**src/rtl/hslp_pkg.sv**
```systemverilog
// Shared constants and FSM state type for the product accumulator.
// The optional saturation build is selected with HSLP_ACC_SAT_EN.
package hslp_pkg;
   localparam int PROD_W    = 16;
   localparam int ACC_W_DEF = 24;
   localparam int CNT_W_DEF = 8;

   typedef enum logic [1:0] {
      IDLE,
      ACC,
      HOLD
   } state_t;
endpackage

```
**src/rtl/hslp_acc_if.sv**
```systemverilog
// Product-beat input and frame-sum output handshake bundle.
// master drives beats and consumes sums; slave is the accumulator.
interface hslp_acc_if
   import hslp_pkg::*;
#(
   parameter int ACC_W = ACC_W_DEF,
   parameter int CNT_W = CNT_W_DEF
) ();
   logic              in_valid;
   logic              in_ready;
   logic [PROD_W-1:0] in_prod;
   logic              in_last;
   logic              out_valid;
   logic              out_ready;
   logic [ACC_W-1:0]  out_sum;
   logic [CNT_W-1:0]  out_cnt;
   logic              out_ovf;

   modport master (
      output in_valid, in_prod, in_last, out_ready,
      input  in_ready, out_valid, out_sum, out_cnt, out_ovf
   );

   modport slave (
      input  in_valid, in_prod, in_last, out_ready,
      output in_ready, out_valid, out_sum, out_cnt, out_ovf
   );
endinterface

```
**src/rtl/hslp_acc_add.sv**
```systemverilog
// Combinational accumulator adder with carry-out flag.
// HSLP_ACC_SAT_EN clamps the sum at all-ones instead of wrapping.
module hslp_acc_add
   import hslp_pkg::*;
#(
   parameter int ACC_W = ACC_W_DEF
) (
   input  logic [ACC_W-1:0]  a,
   input  logic [PROD_W-1:0] b,
   output logic [ACC_W-1:0]  sum,
   output logic              ovf
);
   logic [ACC_W:0] raw;

   assign raw = {1'b0, a} + {{(ACC_W + 1 - PROD_W){1'b0}}, b};
   assign ovf = raw[ACC_W];

`ifdef HSLP_ACC_SAT_EN
   assign sum = raw[ACC_W] ? {ACC_W{1'b1}} : raw[ACC_W-1:0];
`else
   assign sum = raw[ACC_W-1:0];
`endif
endmodule

```
**src/rtl/hslp_acc.sv**
```systemverilog
// Frame accumulator for approximate-multiplier products (IDLE/ACC/HOLD).
// Build option HSLP_ACC_SAT_EN selects saturating additions.
module hslp_acc
   import hslp_pkg::*;
#(
   parameter int ACC_W = ACC_W_DEF,
   parameter int CNT_W = CNT_W_DEF
) (
   input  logic    clk,
   input  logic    rst_n,
   hslp_acc_if.slave bus
);
   state_t           state;
   state_t           nxt;
   logic [ACC_W-1:0] acc;
   logic [CNT_W-1:0] cnt;
   logic             ovf;
   logic [ACC_W-1:0] sum;
   logic             carry;
   logic [CNT_W-1:0] cnt_inc;
   logic             take;
   logic             give;
   logic [ACC_W-1:0] out_sum;
   logic [CNT_W-1:0] out_cnt;
   logic             out_ovf;

   hslp_acc_add #(.ACC_W(ACC_W)) u_add (
      .a   (acc),
      .b   (bus.in_prod),
      .sum (sum),
      .ovf (carry)
   );

   assign cnt_inc = (&cnt) ? cnt : cnt + 1'b1;

   assign bus.in_ready  = (state != HOLD);
   assign bus.out_valid = (state == HOLD);
   assign bus.out_sum   = out_sum;
   assign bus.out_cnt   = out_cnt;
   assign bus.out_ovf   = out_ovf;

   assign take = bus.in_valid && bus.in_ready;
   assign give = bus.out_valid && bus.out_ready;

   always_ff @(posedge clk or negedge rst_n) begin
      if (!rst_n) state <= IDLE;
      else        state <= nxt;
   end

   always_comb begin
      nxt = state;
      unique case (state)
         IDLE, ACC: begin
            if (take) nxt = bus.in_last ? HOLD : ACC;
         end
         HOLD: begin
            if (bus.out_ready) nxt = IDLE;
         end
         default: nxt = IDLE;
      endcase
   end

   // Result registers are written only on the last beat, so HOLD keeps them stable.
   always_ff @(posedge clk or negedge rst_n) begin
      if (!rst_n) begin
         acc     <= '0;
         cnt     <= '0;
         ovf     <= 1'b0;
         out_sum <= '0;
         out_cnt <= '0;
         out_ovf <= 1'b0;
      end else begin
         unique case (1'b1)
            take && !bus.in_last: begin
               acc <= sum;
               cnt <= cnt_inc;
               ovf <= ovf | carry;
            end
            take && bus.in_last: begin
               out_sum <= sum;
               out_cnt <= cnt_inc;
               out_ovf <= ovf | carry;
            end
            give: begin
               acc     <= '0;
               cnt     <= '0;
               ovf     <= 1'b0;
               out_ovf <= 1'b0;
            end
            default: ;
         endcase
      end
   end
endmodule

```
**src/flat_wrapper.sv**
```systemverilog
// flat-port wrapper written by rule: the top's interface ports become plain ports
module hslp_acc_flat import hslp_pkg::*;
#(
   parameter int ACC_W = ACC_W_DEF,
   parameter int CNT_W = CNT_W_DEF
)
  (clk, rst_n, bus_in_valid, bus_in_prod, bus_in_last, bus_out_ready, bus_in_ready, bus_out_valid, bus_out_sum, bus_out_cnt, bus_out_ovf);
  hslp_acc_if #(.ACC_W(ACC_W), .CNT_W(CNT_W)) bus_i ();
  input  logic clk;
  input  logic rst_n;
  input wire logic [$bits(bus_i.in_valid)-1:0] bus_in_valid;
  input wire logic [$bits(bus_i.in_prod)-1:0] bus_in_prod;
  input wire logic [$bits(bus_i.in_last)-1:0] bus_in_last;
  input wire logic [$bits(bus_i.out_ready)-1:0] bus_out_ready;
  output wire logic [$bits(bus_i.in_ready)-1:0] bus_in_ready;
  output wire logic [$bits(bus_i.out_valid)-1:0] bus_out_valid;
  output wire logic [$bits(bus_i.out_sum)-1:0] bus_out_sum;
  output wire logic [$bits(bus_i.out_cnt)-1:0] bus_out_cnt;
  output wire logic [$bits(bus_i.out_ovf)-1:0] bus_out_ovf;
  assign bus_i.in_valid = bus_in_valid;
  assign bus_i.in_prod = bus_in_prod;
  assign bus_i.in_last = bus_in_last;
  assign bus_i.out_ready = bus_out_ready;
  assign bus_in_ready = bus_i.in_ready;
  assign bus_out_valid = bus_i.out_valid;
  assign bus_out_sum = bus_i.out_sum;
  assign bus_out_cnt = bus_i.out_cnt;
  assign bus_out_ovf = bus_i.out_ovf;
  hslp_acc #(.ACC_W(ACC_W), .CNT_W(CNT_W)) u_core (.clk(clk), .rst_n(rst_n), .bus(bus_i));
endmodule
```
**config.mk**
```make
export PLATFORM = sky130hd
export DESIGN_NAME = hslp_acc_flat
export DESIGN_NICKNAME = d
export VERILOG_FILES = /design/src/rtl/hslp_pkg.sv /design/src/rtl/hslp_acc_if.sv /design/src/rtl/hslp_acc_add.sv /design/src/rtl/hslp_acc.sv /design/src/flat_wrapper.sv
export SDC_FILE = /design/constraint.sdc
export NUM_CORES = 1
export LEC_CHECK = 0
export CORE_MARGIN = 5
export CORE_UTILIZATION = 50
export DETAILED_ROUTE_END_ITERATION = 12
export PLACE_DENSITY = 0.83
export SETUP_SLACK_MARGIN = 0.5
export SLEW_MARGIN = 20
export SYNTH_ARGS = -nofsm -noshare
export SYNTH_HDL_FRONTEND = slang
export SYNTH_SLANG_ARGS = --single-unit
```
**constraint.sdc**
```tcl
create_clock -name clk -period 4.3 [get_ports clk]
set_input_delay 0.645 -clock clk [delete_from_list [all_inputs] [get_ports clk]]
set_output_delay 0.645 -clock clk [all_outputs]
set_load 0.005 [all_outputs]
```
==> impl_metrics.json <==
{
  "globalplace.congestion": 0.868,
  "r2r_cells": 8,
  "fmax_mhz": 297,
  "setup_violations": 0,
  "wl_um": 9460,
  "syn_area_mm2": 0.00386,
  "grt_pass1_vias": 3365,
  "cp-end-kind": "flip-flop",
  "cts_buffers": 9,
  "clock_path_buffers": 2,
  "tritoncts": "built",
  "synth-xor-area-share_pct": 3.40,
  "setup_tns_ps": 0,
  "ys_seq_area_share_pct": 44.0,
  "coreArea_mm2": 0.00765,
  "fin_crit_sh_pct": 78.2,
  "die-area_mm2": 0.00959,
  "grt_max_degree": 39,
  "p_leak_nw": 2.05,
  "vdd_drop_max_mv": 0.295,
  "initial_core_util_pct": 50.5,
  "die_x_um": 97.9,
  "worst_pin_slew_ps": 1090,
  "r2r_slack_ps": 1260,
  "rows": 32,
  "avgSynthCellArea_um2": 9.45,
  "area_growth_pct": 21.4,
  "rr_endpoint": "u_core.bus.out_sum[22]$_DFFE_PN0P_",
  "synth_cells": 409,
  "critPathArrivalTime_ps": 3640,
  "synth_async_sr_flop_share_pct": 100,
  "cp-start-kind": "input port",
  "cts_resized": 0,
  "antenna_left": 0,
  "yosysWarnings": 0,
  "synth_top_family_by_area": "compound AO/OA/AOI/OAI gates",
  "drt-vias-per-instance": 5.99,
  "post_drt_wl_per_cell_um": 16.8,
  "max_slew_margin_pct": 27.2,
  "overflow": 0,
  "syn-num-nets": 448,
  "root_buffer": "clkbuf_8",
  "dr.first_iter.drc_count": 232,
  "finClkSkew_ps": 11.6,
  "power.total_mw": 2.81,
  "post-cts-setup-buffers": 0,
  "status": "completed",
  "track_usage_pct": 20.5,
  "cts_hold_buf": 0,
  "die_h_um": 97.9,
  "cts.clk_slew.worst_paths_ps": 80,
  "synthAdderAreaFrac_pct": 6.02,
  "maxCapViolCount": 0,
  "maxSlewViolCount": 0,
  "ys_seq_elements": 68,
  "cp_max_fo": 11,
  "r2r_start": "u_core.acc[0]$_DFFE_PN0P_",
  "grt_pass1_wl_um": 16200,
  "antenna_cells": 0,
  "first_pass_iters": 7,
  "cts.htree.levels": 3,
  "drive_above_1_share_pct": 6.71,
  "vias": 3381,
  "synthFlopType": "dfrtp_1",
  "synth_cell_types": 54,
  "cts_sinks": 68,
  "crit_type": "in -> reg",
  "muxShareOfSynthArea_pct": 2.17,
  "final_nets": 496,
  "holdCritPathClass": "in -> async",
  "drc": 0,
  "port-buffer-count": 55,
  "synth_simple_gate_area_share_pct": 17.3,
  "clock_latency_ps": 360,
  "critPathRequiredTime_ps": 4580,
  "synth_compound_area_share_pct": 24.2,
  "rsz0062_at_grt": "false",
  "whs_ps": 326,
  "io_pins": 56,
  "antenna_found_initial": 0,
  "synth_edf_count": 0,
  "p_per_area_mw_per_mm2": 599,
  "finalCriticalPeriod_ps": 3360,
  "hold_viol": 0,
  "hpwl_um": 6720
}
[metrics by stage]
step / std cells / worst slack, ps / area (um^2) / utilization (%)
floorplan: 409 / 1650 / 3860 / -
global placement: 548 / 780 / 4470 / 58.4
detailed placement: 548 / 635 / 4470 / 58.4
CTS: 564 / 988 / 4690 / 61.4
global route: 564 / 735 / 4690 / 61.4
finish: 564 / 936 / 4690 / 61.4
[flip-flops by register name (all words and copies together) (netlist names)]
| signal | flops |
|---|---|
| u_core.acc | 24 |
| u_core.bus.out_cnt | 8 |
| u_core.bus.out_ovf | 1 |
| u_core.bus.out_sum | 24 |
| u_core.cnt | 8 |
| u_core.state | 2 |
| u_core.ovf | 1 |
[critical path, stage by stage]
cell,delay (ps)
clkdlybuf4s50_1,410
ha_1,230
fa_1,420
a21o_1,220
a221oi_2,470
a211oi_2,200
a22oi_1,660
o21ai_0,200
a31oi_1,180
[synth_stat cells (all sizes together) (5+ instances only)]
master	count	area (um^2)
a31oi	10	62.6
o31ai	10	75.1
a211oi	5	42.5
o21ai	28	140
dfrtp	68	1700
nand2	61	229
o21a	6	45.0
and2	7	43.8
a21o	9	67.6
ha	17	213
nor2	20	75.1
a21oi	20	100
nand4	6	37.5
nand2b	5	31.3
or3	5	31.3
nand3	13	65.1
nor3	7	35.0
and3	6	37.5
a22o	13	114
buf	7	40.0
xnor2	11	96.3
clkbuf	14	53.8
mux2i	5	50.1
[report_power, final]
group          leakage, nW  internal [mW]  total (mW)  switching, mW
clock network        0.110          0.329       0.591          0.262
registers            0.873          0.837       0.968          0.131
logic                 1.07          0.610        1.25          0.641
[final cells by class]
| cell class | instances | area (um^2) |
|---|---|---|
| flip-flops and latches | 68 | 1700 |
| clock buffers | 9 | 124 |
| multi-input cells | 316 | 2060 |
| well taps | 102 | 128 |
| repair buffers | 58 | 568 |
| inverters | 4 | 15.0 |
| clock inverters | 7 | 98.8 |
| fillers | 635 | 2960 |
[how the worst max path moves through the flow]
stage,to,startpoint,slack (ps)
5_1_grt,u_core.bus.out_sum[22]$_DFFE_PN0P_,bus_in_prod[0],730
6_report,u_core.bus.out_sum[22]$_DFFE_PN0P_,bus_in_prod[0],940
3_5_place_dp,u_core.bus.out_sum[22]$_DFFE_PN0P_,bus_in_prod[0],640
4_1_cts,u_core.bus.out_sum[22]$_DFFE_PN0P_,bus_in_prod[0],990
2_1_floorplan,u_core.bus.out_sum[18]$_DFFE_PN0P_,bus_in_prod[0],1650
3_3_place_gp,u_core.bus.out_sum[20]$_DFFE_PN0P_,bus_in_prod[0],780
[per-layer routing]
metal | GRT usage, % | part of all wire (%) | up-vias
met4 | 7.14 | 1.4 | 0
met3 | 4.93 | 5.0 | 15
met1 | 26.5 | 44 | 1657
met2 | 33.6 | 50 | 96
li1 | - | - | 1613
met5 | 0 | 0 | -
[cells in the final DEF, fill, tap and decap left out, drive strengths merged, types with 9 or more instances in the layout]
master and instances:
dfrtp 68, nand2 61, clkdlybuf4s50 54, o21ai 28
a21oi 20, nor2 20, ha 17, nand3 13
a22o 13, xnor2 11, a31oi 10, o31ai 10
a21o 9, clkbuf 9
[kinds of logic after synthesis]
kind of cell / after synthesis
flip-flops: 68
AO/OA/AOI/OAI: 134
XOR/XNOR: 15
buffers and inverters: 25
multiplexers: 8
AND/OR/NAND/NOR: 141
adder cells (fa/ha/maj): 18
No activity file was read; power rests on OpenSTA's default activity.
